File: src/rtl/fsm_chk_pkg.sv
// Shared types and default constants for the sequence checker slice.
// Build option: define FSM_CHK_WRAPCNT_EN to include the completed-period counter.
package fsm_chk_pkg;

    typedef enum logic [1:0] {
        HUNT,
        SYNC,
        LOCKED
    } chk_state_e;

    localparam int DEF_WIDTH       = 5;
    localparam int DEF_MAX_COUNT   = 12;
    localparam int DEF_LOCK_CYCLES = 2;
    localparam int DEF_ERR_LIMIT   = 3;

    localparam int CNT_WIDTH = 8;

endpackage

File: src/rtl/sat_counter.sv
// Saturating up-counter with increment enable; holds at all-ones.
module sat_counter
    import fsm_chk_pkg::*;
#(
    parameter int W = CNT_WIDTH
) (
    input  logic         clk,
    input  logic         rst_n,
    input  logic         inc,
    output logic [W-1:0] count
);

    logic [W-1:0] count_q;
    logic [W-1:0] count_d;

    always_comb begin
        count_d = count_q;
        if (inc && (count_q != '1)) begin
            count_d = count_q + 1'b1;
        end
    end

    always_ff @(posedge clk or negedge rst_n) begin
        if (!rst_n) begin
            count_q <= '0;
        end else begin
            count_q <= count_d;
        end
    end

    assign count = count_q;

endmodule

File: config.mk
export PLATFORM = sky130hd
export DESIGN_NAME = sat_counter
export DESIGN_NICKNAME = d
export VERILOG_FILES = /design/src/rtl/fsm_chk_pkg.sv /design/src/rtl/sat_counter.sv
export SDC_FILE = /design/constraint.sdc
export NUM_CORES = 1
export LEC_CHECK = 0
export ABC_CLOCK_PERIOD_IN_PS = 1300
export BUFFER_PORTS_ARGS = -buffer_cell sky130_fd_sc_hd__buf_2
export CORE_AREA = 2 2 39 41
export CTS_BUF_LIST = sky130_fd_sc_hd__clkbuf_4 sky130_fd_sc_hd__clkbuf_8
export CTS_CLUSTER_SIZE = 24
export DETAILED_ROUTE_END_ITERATION = 8
export DIE_AREA = 0 0 41 43
export PLACE_DENSITY = 0.57
export SETUP_SLACK_MARGIN = 0.4
export SYNTH_ARGS = -nofsm -noshare
export SYNTH_HDL_FRONTEND = slang
export SYNTH_SLANG_ARGS = --single-unit
File: constraint.sdc
create_clock -name clk -period 1.3 [get_ports clk]
set_clock_uncertainty 0.05 [all_clocks]
set_input_delay 0.195 -clock clk [delete_from_list [all_inputs] [get_ports clk]]
set_output_delay 0.195 -clock clk [all_outputs]
set_load 0.01 [all_outputs]
-- Word-level counts from Yosys, hierarchy flattened
Index checks and enable logic that the tools add are counted.
- add/subtract/negate cells: 1
- multiply operators: 0
- div/mod/pow operators: 0
- magnitude comparators: 0
- equal/unequal tests: 1
- shifts and indexed selects: 0
- multiplexer cells: 0
- bitwise logic cells: 0
- reductions and logical operators: 1
- operators by type and width (cell ; count):
    8-bit by 1-bit adder with 8-bit output, second input constant ; 1
    8-bit inequality test, second input constant ; 1
    1-bit logical AND ; 1
- flip-flop bits (word level): 8
- latch bits: 0
- bits in writable memories: 0
- memory bits (read-only): 0
- output and inout port bits: 8
- logic and storage cells: 4
- memories kept: 0

-- Logic depth before layout (Yosys ltp)
- depth after elaboration: 2
- depth in mapped cells: 4
- gate-level depth less buffers: 4

-- Least setup slack after synthesis
No wires, ideal clock.
- path kind: reg2reg
- from: register count_q[0], in the netlist count[0]
- to: register count_q[1], in the netlist count[1]
- library setup time: 0.128 ns
- arrival time: 1.309 ns
- slack: -0.187 ns
- cell stages (with the launch flop): 5
- buffers on the path: 0
- period minus slack after synthesis: 1.487 ns
- path through: dfrtp_1 > ha_1 > nand4_1 > o21ai_2 > mux2_1
- cells in the longest elaborated chain, start to end: 2
- elaborated cells on any way between the ends: 3
- classes of those cells: 1 x add/sub; 1 x eq/ne; 1 x reduce/logical
- ends and longest elaborated chain (element ; line ; text):
    from (decl) ; sat_counter.sv:13 ; logic [W-1:0] count_q;
    from (signal assigned) ; sat_counter.sv:27 ; count_q <= count_d;
    branches (longest 2 deep; another with 8-bit by 1-bit adder with 8-bit output) ; -- ;
Parallel ways; which one is timed is not known.
A chain may end at the register's enable or synchronous reset.

-- Worst setup path in the final report
- from: register count_q[0], in the netlist count[0]
- to: register count_q[5], in the netlist count[5]
Same word-level chain as after synthesis.

==> impl_metrics.yaml <==
grt:
  grt_pass1_vias: 438
  grt_start_max_net_pins: 9
  antenna_found_initial: 0
  overflow: 0
  grt_usage_pct: 18.5
  grt_pass1_wl_mm: 2.06
drt:
  totalWireLength_mm: 1.29
  drc_errors: 0
  via_per_inst: 5.02
  drt_first_pass_iters: 4
  drt_iter0_markers: 3
  avgRoutedWirePerCell_um: 14.8
  ant_nets: 0
  vias: 437
power:
  seqPwrFrac_pct: 24.6
  vdd_ir_drop_max_v: 0.00117
  internal_power_w: 0.00117
  sw_frac_of_total_pct: 35.7
  cellLeakagePower_nw: 0.373
  power.switching_w: 0.000647
  pwr-share-clk_pct: 10.5
  comb_power_share_pct: 64.9
  power.density_nw_per_um2: 2200
die:
  core_area_um2: 1380
  die_w_um: 41
  die_y_um: 43
  rows: 14
  die_area_um2: 1760
  initial_utilization_pct: 29.5
  io_pins: 11
cts:
  cts_sinks: 8
  root_buffer: "clkbuf_4"
  clockBufferDepth: 2
  cts_tree: "yes"
  cts.clk_slew.worst_paths_ps: 50
  h-tree-depth: 1
  clk_latency_ps: 250
  cts_buffers: 3
finish:
  diodes: 0
  fin_nets: 77
  layout-drive-gt1-share_pct: 71.8
  fillerInstances: 117
  largest_reg_flops: 8
  seqCellArea_um2: 200
  fin_area_um2: 825
  syn_to_final_growth_pct: 102
  multiInputGateArea_um2: 275
critical_path:
  critPathTopFamily: "flip-flops"
  worst-path-max-fanout: 3
  cp_data_required_time_ps: 1390
  cp_slowest_stage_delay_ps: 350
  crit_arrival_ps: 1420
  path_buf_inv: 2
  worst_setup_path_start_kind: "flip-flop"
  path_cells: "buf_4 -> buf_6 -> and4_4 -> nand3_2 -> mux2_4"
  cp_slowest_cell: "dfrtp_1"
  worst-setup-path-type: "reg -> reg"
  setup.worst_path.end_class: "flip-flop"
placement:
  gp_congestion: 0.773
  dp_hpwl_um: 708
  placed_cell_area_um2: 571
  io_buffers: 10
sta:
  finalWorstSetupSlack_ps: -32.0
  fmax_mhz: 751
  hold_viol: 0
  final_max_slew_viol_count: 0
  final-setup-viol-count: 3
  layout_min_cycle_time_ps: 1330
  tightest_slew_ps: 212
  fin_crit_sh_pct: 102
  slew_headroom_pct: 85.9
  hold-worst-slack_ps: 279
  rsz0062_at_grt: "true"
synth:
  synth_seq_cells: 8
  syn_nets: 38
  syn_avg_cell_area_um2: 12.0
  syn_area_um2: 408
  ys_types: 23
  yosys_warnings: 0
  yosysSeqAreaShare_pct: 49.1
  syn-instance-count: 34
status:
  violations: "setup timing"
  status: "finished, violations left"
run:
  cap_violations: 0
worst_hold_path:
  hp-class: "in -> async"
[layer usage]
metal	GRT usage, %	routed length, um
met1	23.3	547
met2	27.5	680
met3	4.71	35
met4	10.0	27
met5	0	0
[path summary, 6_finish.rpt]
path | startpoint | cells after the start | endpoint | slack (ps)
min in group clk | inc | 3 | count[2]$_DFFE_PN0P_ | 290
worst min register to register | count[1]$_DFFE_PN0P_ | 2 | count[1]$_DFFE_PN0P_ | 610
worst min-delay path | rst_n | 2 | count[0]$_DFFE_PN0P_ | 280
worst max-delay path | count[0]$_DFFE_PN0P_ | 5 | count[5]$_DFFE_PN0P_ | -30
worst max register to register | count[0]$_DFFE_PN0P_ | 5 | count[5]$_DFFE_PN0P_ | -30
max in group asynchronous | rst_n | 2 | count[2]$_DFFE_PN0P_ | 750
[timing repair]
| action | 4_1_cts | 5_1_grt |
|---|---|---|
| resized for setup | 20 | 6 |
| endpoints found under the hold margin | 8 | 0 |
| endpoints found under the setup margin | 16 | 16 |
| pin swaps | 9 | 4 |
| hold buffers | 1 | 0 |
| buffers inserted | 10 | 1 |
[power groups by stage]
stage	Sequential, W	Combinational (W)	Clock, W
global route	0.000458	0.00128	0.000216
CTS	0.000444	0.00110	0.000198
global placement	0.000440	0.000694	0
finish	0.000447	0.00118	0.000190
detailed placement	0.000443	0.000701	0
floorplan	0.000536	0.000230	0
[cell usage after synthesis, drive strengths merged]
master | number | share of area (%)
inv | 1 | 0.92
nand3 | 3 | 4.9
a311oi | 1 | 3.7
dfrtp | 8 | 49
o211ai | 1 | 1.8
xnor2 | 1 | 2.1
o21a | 1 | 1.8
and3 | 1 | 2.8
o21ai | 1 | 2.1
nor2 | 1 | 0.92
nand2 | 1 | 0.92
ha | 1 | 3.1
and4 | 1 | 2.8
nor3 | 1 | 1.2
mux2 | 2 | 6.4
a21oi | 2 | 2.5
a21boi | 1 | 1.8
xor2 | 1 | 2.1
nand4 | 1 | 1.5
a31oi | 2 | 3.1
a41oi | 2 | 4.3
[cells by family after synthesis]
group | synth area share, %
flops | 49.1
fa+ha+maj | 3.07
compound gates | 21.2
buf+inv | 0.919
simple gates | 15.0
xor+xnor | 4.30
mux | 6.44
[area by class of cell]
type	instances	share of cell area, %
Timing Repair Buffer	34	36.7
Sequential cell	8	24.3
Clock buffer	3	2.73
Multi-Input combinational cell	25	33.4
Inverter	1	0.455
Tap cell	16	2.43
[stage by stage]
step	total power (W)	setup slack [ps]	setup TNS (ps)	utilization, %	std cells
after global placement	0.00113	-24.7	-24.7	41.2	72
after CTS	0.00174	-43.4	-101	56.4	86
after floorplan	0.000765	-179	-179	-	34
final	0.00181	-32.0	-73.1	59.6	87
after global routing	0.00196	-106	-325	59.6	87
after detailed placement	0.00114	-60.5	-72.6	41.2	72
[placed cells by master (no fill, tap or decap)]
master / Yosys / final
and3_4: 1 / 1
clkbuf_4: 0 / 3
buf_2: 0 / 3
a311oi_2: 1 / 1
and4_4: 1 / 1
buf_4: 0 / 16
nor3_4: 0 / 1
xnor2_2: 0 / 1
inv_1: 1 / 1
o21a_1: 1 / 1
dlygate4sd3_1: 0 / 1
dfrtp_1: 8 / 8
o21ai_2: 1 / 1
mux2_4: 1 / 2
nand3_2: 1 / 1
o211ai_1: 1 / 1
nand3_1: 2 / 1
a21oi_1: 2 / 1
ha_2: 0 / 1
a41oi_2: 0 / 2
a21oi_2: 0 / 1
nand3_4: 0 / 1
a31oi_1: 2 / 1
nor2_1: 1 / 1
nand2_1: 1 / 1
nand4_1: 1 / 1
xor2_1: 1 / 1
a31oi_4: 0 / 1
buf_6: 0 / 14
a21boi_1: 0 / 1
Power figures use the tool's default switching activity.
